<file path="config.mk">
export PLATFORM = sky130hd
export DESIGN_NAME = fifo_push_arbiter
export DESIGN_NICKNAME = d
export VERILOG_FILES = /design/src/rtl/fifo_push_arbiter.sv
export SDC_FILE = /design/constraint.sdc
export NUM_CORES = 1
export LEC_CHECK = 0
export ABC_AREA = 1
export CAP_MARGIN = 40
export CORE_MARGIN = 2
export CORE_UTILIZATION = 42
export DETAILED_ROUTE_END_ITERATION = 10
export GPL_TIMING_DRIVEN = 0
export PLACE_DENSITY = 0.86
export SLEW_MARGIN = 20
export SYNTH_ARGS = -nofsm -noshare
export SYNTH_HDL_FRONTEND = slang
export SYNTH_SLANG_ARGS = --single-unit
</file>
<file path="constraint.sdc">
create_clock -name clk -period 3.3 [get_ports clk]
set_input_delay 0.66 -clock clk [delete_from_list [all_inputs] [get_ports clk]]
set_output_delay 0.66 -clock clk [all_outputs]
set_load 0.03 [all_outputs]
</file>
<file path="src/rtl/fifo_push_arbiter.sv">
// Round-robin push arbiter feeding a downstream FIFO, with one-cycle registered push and occupancy tracking.
// Optional per-requester grant counters are enabled by defining FIFO_ARB_STATS_EN.
module fifo_push_arbiter #(
  parameter int N   = 4,
  parameter int W   = 32,
  parameter int CAP = 3
) (
  input  logic           clk,
  input  logic           rst,
  input  logic [N-1:0]   req,
  input  logic [N*W-1:0] req_data,
  output logic [N-1:0]   gnt,
  input  logic           fifo_pop,
  input  logic           fifo_full,
  output logic           fifo_push,
  output logic [W-1:0]   fifo_wdata,
  output logic [1:0]     src_id,
  output logic [1:0]     occ,
  output logic           ovf_err
`ifdef FIFO_ARB_STATS_EN
  ,
  input  logic [1:0]     stat_sel,
  output logic [7:0]     stat_cnt
`endif
);

  localparam logic [1:0] CAP_V = 2'(CAP);

  logic [1:0]   r_rr_ptr;
  logic [1:0]   r_occ;
  logic         r_push;
  logic [W-1:0] r_wdata;
  logic [1:0]   r_src_id;
  logic         r_ovf_err;

  logic [N-1:0] w_gnt;
  logic [1:0]   w_gnt_idx;
  logic         w_accept;
  logic         w_pop_ok;
  logic [W-1:0] w_slice [N];

  generate
    for (genvar gi = 0; gi < N; gi++) begin : g_slice
      assign w_slice[gi] = req_data[gi*W +: W];
    end
  endgenerate

  // Scan offsets from highest to lowest so the requester closest to rr_ptr wins.
  always_comb begin
    logic [1:0] w_idx;
    w_gnt     = '0;
    w_gnt_idx = '0;
    w_idx     = '0;
    for (int k = N - 1; k >= 0; k--) begin
      w_idx = r_rr_ptr + 2'(k);
      if (req[w_idx]) begin
        w_gnt        = '0;
        w_gnt[w_idx] = 1'b1;
        w_gnt_idx    = w_idx;
      end
    end
    if (!rst || (r_occ == CAP_V)) begin
      w_gnt = '0;
    end
  end

  assign w_accept = |w_gnt;
  assign w_pop_ok = fifo_pop && (r_occ != 2'd0);

  always_ff @(posedge clk or negedge rst) begin
    if (!rst) begin
      r_rr_ptr  <= '0;
      r_occ     <= '0;
      r_push    <= 1'b0;
      r_wdata   <= '0;
      r_src_id  <= '0;
      r_ovf_err <= 1'b0;
    end else begin
      r_push <= w_accept;
      if (w_accept) begin
        r_wdata  <= w_slice[w_gnt_idx];
        r_src_id <= w_gnt_idx;
        r_rr_ptr <= w_gnt_idx + 2'd1;
      end
      // occ includes the entry still sitting in the push register.
      case ({w_accept, w_pop_ok})
        2'b10:   r_occ <= r_occ + 2'd1;
        2'b01:   r_occ <= r_occ - 2'd1;
        default: r_occ <= r_occ;
      endcase
      r_ovf_err <= (fifo_pop && (r_occ == 2'd0)) || (r_push && fifo_full);
    end
  end

  assign gnt        = w_gnt;
  assign fifo_push  = r_push;
  assign fifo_wdata = r_wdata;
  assign src_id     = r_src_id;
  assign occ        = r_occ;
  assign ovf_err    = r_ovf_err;

`ifdef FIFO_ARB_STATS_EN
  logic [7:0] r_stat_cnt [N];

  generate
    for (genvar gi = 0; gi < N; gi++) begin : g_stat
      always_ff @(posedge clk or negedge rst) begin
        if (!rst) begin
          r_stat_cnt[gi] <= '0;
        end else if (w_gnt[gi] && (r_stat_cnt[gi] != 8'hFF)) begin
          r_stat_cnt[gi] <= r_stat_cnt[gi] + 8'd1;
        end
      end
    end
  endgenerate

  assign stat_cnt = r_stat_cnt[stat_sel];
`endif

endmodule

</file>
==> results of run 1 <==
## cell usage after synthesis (2+ instances only)
master / number / share of area
nand3b_1: 32 / 0.064
o21ai_0: 2 / 0.0027
inv_2: 3 / 0.0030
a21oi_1: 9 / 0.012
buf_2: 10 / 0.013
nand2_2: 5 / 0.0084
dfrtp_1: 40 / 0.27
nand3_2: 3 / 0.0080
buf_6: 8 / 0.024
nand2_4: 4 / 0.012
buf_4: 13 / 0.026
nor2_1: 8 / 0.0080
ha_1: 8 / 0.027
nand3_1: 108 / 0.14
nand2_1: 229 / 0.23
inv_1: 120 / 0.12
buf_1: 2 / 0.0020
xnor2_1: 2 / 0.0047
## area by class of cell
| class | count | share of cell area |
|---|---|---|
| inverters | 124 | 0.08132 |
| flip-flops and latches | 40 | 0.1742 |
| clock buffers | 8 | 0.01566 |
| plain buffers | 34 | 0.04327 |
| repair buffers | 178 | 0.3112 |
| well taps | 108 | 0.02348 |
| multi-input cells | 417 | 0.3509 |
## power by group through the flow
stage               sequential (mW)  clock (mW)  combinational, mW
finish                        0.965       0.347               6.22
global route                  0.986       0.366               6.88
CTS                           0.960       0.354               6.19
detailed placement            0.958           0               6.19
global placement              0.960           0               5.98
floorplan                      1.39           0               3.93
## state kept, by name, summed over array words and instances (netlist names)
register / cells
src_id: 2
occ: 2
fifo_wdata: 32
fifo_push: 1
r_rr_ptr: 2
ovf_err: 1
## logic make-up after synthesis
family | count (synthesis) | share of synthesized area
AOI/OAI and AO/OA | 14 | 0.02109
xor gates and xnor gates | 3 | 0.007032
adders and majority gates | 8 | 0.02678
buffers and inverters | 158 | 0.1918
DFF | 40 | 0.2678
and+or+nand+nor | 392 | 0.4854
## worst min-delay path by stage
| stage | from | endpoint | slack [ns] | depth (start not counted) |
|---|---|---|---|---|
| 4_1_cts | rst | fifo_wdata[28] | 0.34 | 1 |
| 3_3_place_gp | fifo_wdata[14] | fifo_wdata[14] | 0.46 | 2 |
| 6_report | rst | fifo_wdata[23] | 0.33 | 1 |
| 3_5_place_dp | fifo_wdata[16] | fifo_wdata[16] | 0.46 | 2 |
| 2_1_floorplan | rst | fifo_push | 0.36 | 0 |
| 5_1_grt | rst | fifo_wdata[28] | 0.37 | 1 |
## per-layer routing
metal  vias up  GRT usage
met5         -          0
met4         0    0.07798
met3        21    0.03865
met2       212     0.4704
met1      2060     0.3140
li1       2226          -
## worst reg2reg max path, delay by kind of cell (launching register included)
family                     cells  cell delay (ns)
adders and majority gates      2             0.60
AOI/OAI and AO/OA              2             0.22
and+or+nand+nor                7             0.88
buffers and inverters          5             0.66
xor gates and xnor gates       1             0.16
DFF                            1             0.43
## stage by stage
| stage | power, mW | std cells | hold slack (ns) | setup TNS [ns] | setup slack (ns) |
|---|---|---|---|---|---|
| 2_1_floorplan | 5.324 | 615 | 0.3644 | 0 | 0.6489 |
| 3_3_place_gp | 6.937 | 900 | 0.4629 | -37.47 | -1.519 |
| 3_5_place_dp | 7.149 | 901 | 0.4643 | -0.006961 | -0.002776 |
| 4_1_cts | 7.503 | 909 | 0.3370 | 0 | 0.1161 |
| 5_1_grt | 8.234 | 909 | 0.3669 | 0 | 0.002711 |
| 6_report | 7.529 | 909 | 0.3346 | 0 | 0.1365 |
## what timing repair did
action                                  4_1_cts  5_1_grt
cloned                                        0        0
endpoints found under the setup margin        4        4
gates resized for setup                       4        2
buffers inserted                              0        0
==> out/results.txt, run 1 <==
Site Rows -> 34
Met2 Wirelength -> 6391 um
Avg Inst Size Synth -> 6.077 sq um
Synthesis-stage register bit count -> 40
Synthesized Nets -> 759
Critical path depth -> 13
Tcrit/Tclk final -> 0.9586
Syn-to-layout area delta -> 53.97%
Worst r2r src -> r_rr_ptr[0]
Core Util, Final -> 0.6631
Most frequent cells in the layout -> nand2_1, clkdlybuf4s50_1, inv_1
Comb pwr share -> 0.826
Worst-margin pin slew -> 0.5229 ns
Total grt overflow -> 0
Sequential power share -> 0.128
Largest net degree at the start of global routing -> 23
Total global-route track usage -> 0.2585
Number of CTS-inserted buffers -> 5
Commonest non-fill, non-tap cell in the layout -> nand2_1
First-pass GRT wire length -> 20750 um
Max Fanout on Critical Path -> 10
Clock Power Share -> 0.046
P_sw -> 4.247 mW
Cts hold-fix bufs -> 0
Gpl congestion -> 0.8947
TritonRoute pass-1 iters -> 5
Average wire per standard cell -> 14.14 um
Core box area -> 0.008678 sq mm
# IOs -> 178
Die extent in x -> 98.33 um
Crit start category -> flip-flop
Layout cells sized above 1 -> 0.07366
Unrepaired setup endpoints after global routing -> no
Final setup violation count -> 0
Register area -> 0.001002 sq mm
Seq/Total Area, Yosys -> 0.2678
Placed Area -> 0.005667 sq mm
CP Capture Type -> output port
HP Class -> primary input to async pin
Clk root buf -> clkbuf_8
Top Layer Used -> met4
Worst setup path start -> r_rr_ptr[0]
Reg2reg end -> occ[1]
Clock skew -> 0.006177 ns
CTS tree -> yes
Multi-input combinational cell area -> 0.002019 sq mm
Unique masters post-synth -> 27
Reg2Reg Depth -> 17
DRC Markers -> 0
CTS clk-pin slew, worst paths -> 0.08 ns
Initial antenna violation count -> 0
M1 wire length -> 5226 um
Sw frac -> 0.5641
Post-synth EDFFs -> 0
DRT iter0 DRCs -> 196
Die Ht -> 98.33 um
Ys async rst share -> 1.000
Dpl hpwl -> 9822 um
F_max -> 0.3161 GHz
Clock Latency Late Sink -> 0.29 ns
Worst Path Arrival -> 2.50 ns
Status -> finished clean
Crit-path leading delay family -> buffers and inverters
Synthesized area -> 0.003737 sq mm
Initial Utilization -> 0.4307
Worst Path Buf+Inv -> 6
FF-to-FF setup slack -> 0.23 ns
Pleak -> 3.145 nW
Critical Path RT -> 2.64 ns
Routed Antenna Nets -> 0
DIE AREA -> 0.009669 sq mm
Nets -> 944
Max VDD drop -> 0.0006506 V
Critical Path Sink -> gnt[3]
Critical path class -> flip-flop to output port
CTS sink cnt -> 40
Via density -> 4.971
Vias in the first global route -> 4530
Cell area after layout -> 0.005754 sq mm
WL final -> 12850 um
Cell Pwr Density -> 1308 mW/mm^2
Cell breakdown of the critical path -> buf_6, inv_4, ha_1, inv_1, nand3_1, nand2_1, inv_1, nor2_4, nand2_1, nand3_1, nand2_1, inv_1, dlygate4sd2_1
Routed via count -> 4519
Tmin final -> 3.164 ns
H-tree depth -> 2
Top_reg_cell synth -> dfrtp_1
Filler cells -> 779
Final hold violations -> 0
CP peak stage delay -> 0.43 ns
CP max-delay cell -> dfrtp_1
Headroom to the max-slew limit -> 0.6477
Cells after Synth -> 615
Antenna Cells -> 0
Met3 wire len -> 1018 um
Max clock buf depth -> 2
Ys Warns -> 0
Internal power -> 3.282 mW
IO buf count -> 177
Final slew viol count -> 0
Max Cap Viol -> 0
No activity file was read; power rests on OpenSTA's default activity.
==> run 2: changes to the inputs <==
--- a/config.mk
+++ b/config.mk
@@ -12,6 +12,8 @@
 export DETAILED_ROUTE_END_ITERATION = 10
 export GPL_TIMING_DRIVEN = 0
 export PLACE_DENSITY = 0.86
+export REMOVE_ABC_BUFFERS = 1
+export SETUP_SLACK_MARGIN = 0.1
 export SLEW_MARGIN = 20
 export SYNTH_ARGS = -nofsm -noshare
 export SYNTH_HDL_FRONTEND = slang
==> run 2 against run 1 <==
Effect of this change:
- final area fell by 2.8%
- die area is the same
- largest cell class is now multi-input gates
- count of clock-buffer cells in the layout shrank 2
- wire length shrank 5.5%
- register-to-register slack gained 0.18 ns
- clock skew is 0.0034 ns lower
==> out/results.txt, run 2 (synthesized netlist as in run 1, its figures left out) <==
Routed Antenna Nets -> 0
# IOs -> 178
Top Layer Used -> met4
Gpl congestion -> 0.8737
Initial antenna violation count -> 0
CTS clk-pin slew, worst paths -> 0.07 ns
Final slew viol count -> 0
Clock skew -> 0.002747 ns
DRC Markers -> 0
Vias in the first global route -> 4355
Crit start category -> flip-flop
CP max-delay cell -> dfrtp_2
M1 wire length -> 4623 um
Most frequent cells in the layout -> nand2_1, clkdlybuf4s50_1, inv_1
Worst Path Arrival -> 2.30 ns
Worst-margin pin slew -> 0.6851 ns
Core box area -> 0.008678 sq mm
DRT iter0 DRCs -> 214
CP peak stage delay -> 0.46 ns
Tmin final -> 2.958 ns
Cell Pwr Density -> 1271 mW/mm^2
Die Ht -> 98.33 um
Site Rows -> 34
Met3 wire len -> 873 um
Status -> finished clean
Antenna Cells -> 0
Max Cap Viol -> 0
HP Class -> primary input to async pin
Initial Utilization -> 0.4307
Max clock buf depth -> 2
Headroom to the max-slew limit -> 0.5426
Total global-route track usage -> 0.2471
Critical path class -> flip-flop to output port
CP dominant cell by count -> inv_1
Die extent in x -> 98.33 um
F_max -> 0.3380 GHz
Max reg flops -> 32
Clk root buf -> clkbuf_8
Dpl hpwl -> 8450 um
Critical Path RT -> 2.64 ns
Average wire per standard cell -> 13.82 um
Number of CTS-inserted buffers -> 5
CTS sink cnt -> 40
Cell breakdown of the critical path -> inv_1, ha_1, inv_1, nand3_1, nand2_1, inv_1, nor2_4, nand2_1, nand3_1, nand2_1, inv_1, clkbuf_2
CP Capture Type -> output port
TritonRoute pass-1 iters -> 5
Final setup violation count -> 0
Routed via count -> 4435
Commonest non-fill, non-tap cell in the layout -> nand2_1
Max VDD drop -> 0.0006726 V
WL final -> 12150 um
Pleak -> 3.020 nW
Total grt overflow -> 0
IO buf count -> 177
Largest net degree at the start of global routing -> 68
Final Worst Setup Slack -> 0.3416 ns
Cts hold-fix bufs -> 0
Max Fanout on Critical Path -> 7
Layout cells sized above 1 -> 0.05318
DIE AREA -> 0.009669 sq mm
Syn-to-layout area delta -> 49.65%
CTS tree -> yes
Pre-CTS setup slack -> -0.2133 ns
Via density -> 5.046
Nets -> 915
Core Util, Final -> 0.6445
Clock Latency Late Sink -> 0.28 ns
Tcrit/Tclk final -> 0.8965
Final hold violations -> 0
H-tree depth -> 2
First-pass GRT wire length -> 19800 um
Met2 Wirelength -> 6386 um
Filler cells -> 770
Unrepaired setup endpoints after global routing -> no
[run 2: changes by cell type in the layout (fill, tap and decap cells not counted), sizes merged]
cell and change:
clkdlybuf4s15 -1, dlygate4sd2 -3, clkbuf +1, clkinv +1
buf -29, nor2 +1
[run 2: worst paths after layout]
check                                  to  cells past startpoint  slack [ns]           from
min in group clk            fifo_wdata[9]                      2        0.48  fifo_wdata[9]
max in group asynchronous     r_rr_ptr[1]                      2        2.40            rst
min                        fifo_wdata[29]                      1        0.38            rst
max reg2reg                fifo_wdata[15]                     15        0.41    r_rr_ptr[1]
min reg2reg                 fifo_wdata[9]                      2        0.48  fifo_wdata[9]
max                                gnt[2]                     12        0.34    r_rr_ptr[1]
[run 2: repair_timing]
action                                  in CTS  in global routing
cloned                                       0                  1
buffers inserted                             1                  2
endpoints found under the setup margin      40                 40
resized for setup                            6                 11
pin swaps                                    0                  2
[run 2: power breakdown]
group	total (mW)	switching [mW]	internal [mW]
Sequential	0.951	0.153	0.798
Combinational	5.85	3.85	2.00
Clock	0.306	0.162	0.144
[run 2: final cells by class]
cell class / count / area, sq um / area share
inverter: 124 / 467.9 / 0.08367
multi-input combinational: 418 / 2085 / 0.3727
timing repair buffer: 182 / 1824 / 0.3262
tap: 108 / 135.1 / 0.02416
sequential: 40 / 1003 / 0.1794
clock buffer: 6 / 72.57 / 0.01298
clock inverter: 1 / 5.005 / 0.0008949
[run 2: per-stage QoR]
step / instance area, sq um / total power [mW] / hold WS (ns) / cells / setup TNS [ns]
after floorplan: 3488 / 4.782 / 0.3644 / 581 / -19.07
after global placement: 5395 / 6.345 / 0.4610 / 866 / -75.76
after detailed placement: 5473 / 6.617 / 0.4645 / 868 / -6.109
after CTS: 5563 / 6.959 / 0.3951 / 876 / 0
after global routing: 5593 / 7.867 / 0.4171 / 879 / 0
final: 5593 / 7.107 / 0.3829 / 879 / 0
[run 2: worst max-delay path, delay by kind of cell, from the launching register on]
family,cells,cell delay [ns]
and+or+nand+nor,6,0.58
adders and majority gates,1,0.31
buffers and inverters,5,0.66
DFF,1,0.46
[run 2: layer usage]
layer  vias to the layer above  track usage
li1                       2177            -
met2                       197       0.4579
met4                         0      0.09589
met3                        27      0.04080
met5                         -            0
met1                      2034       0.2816
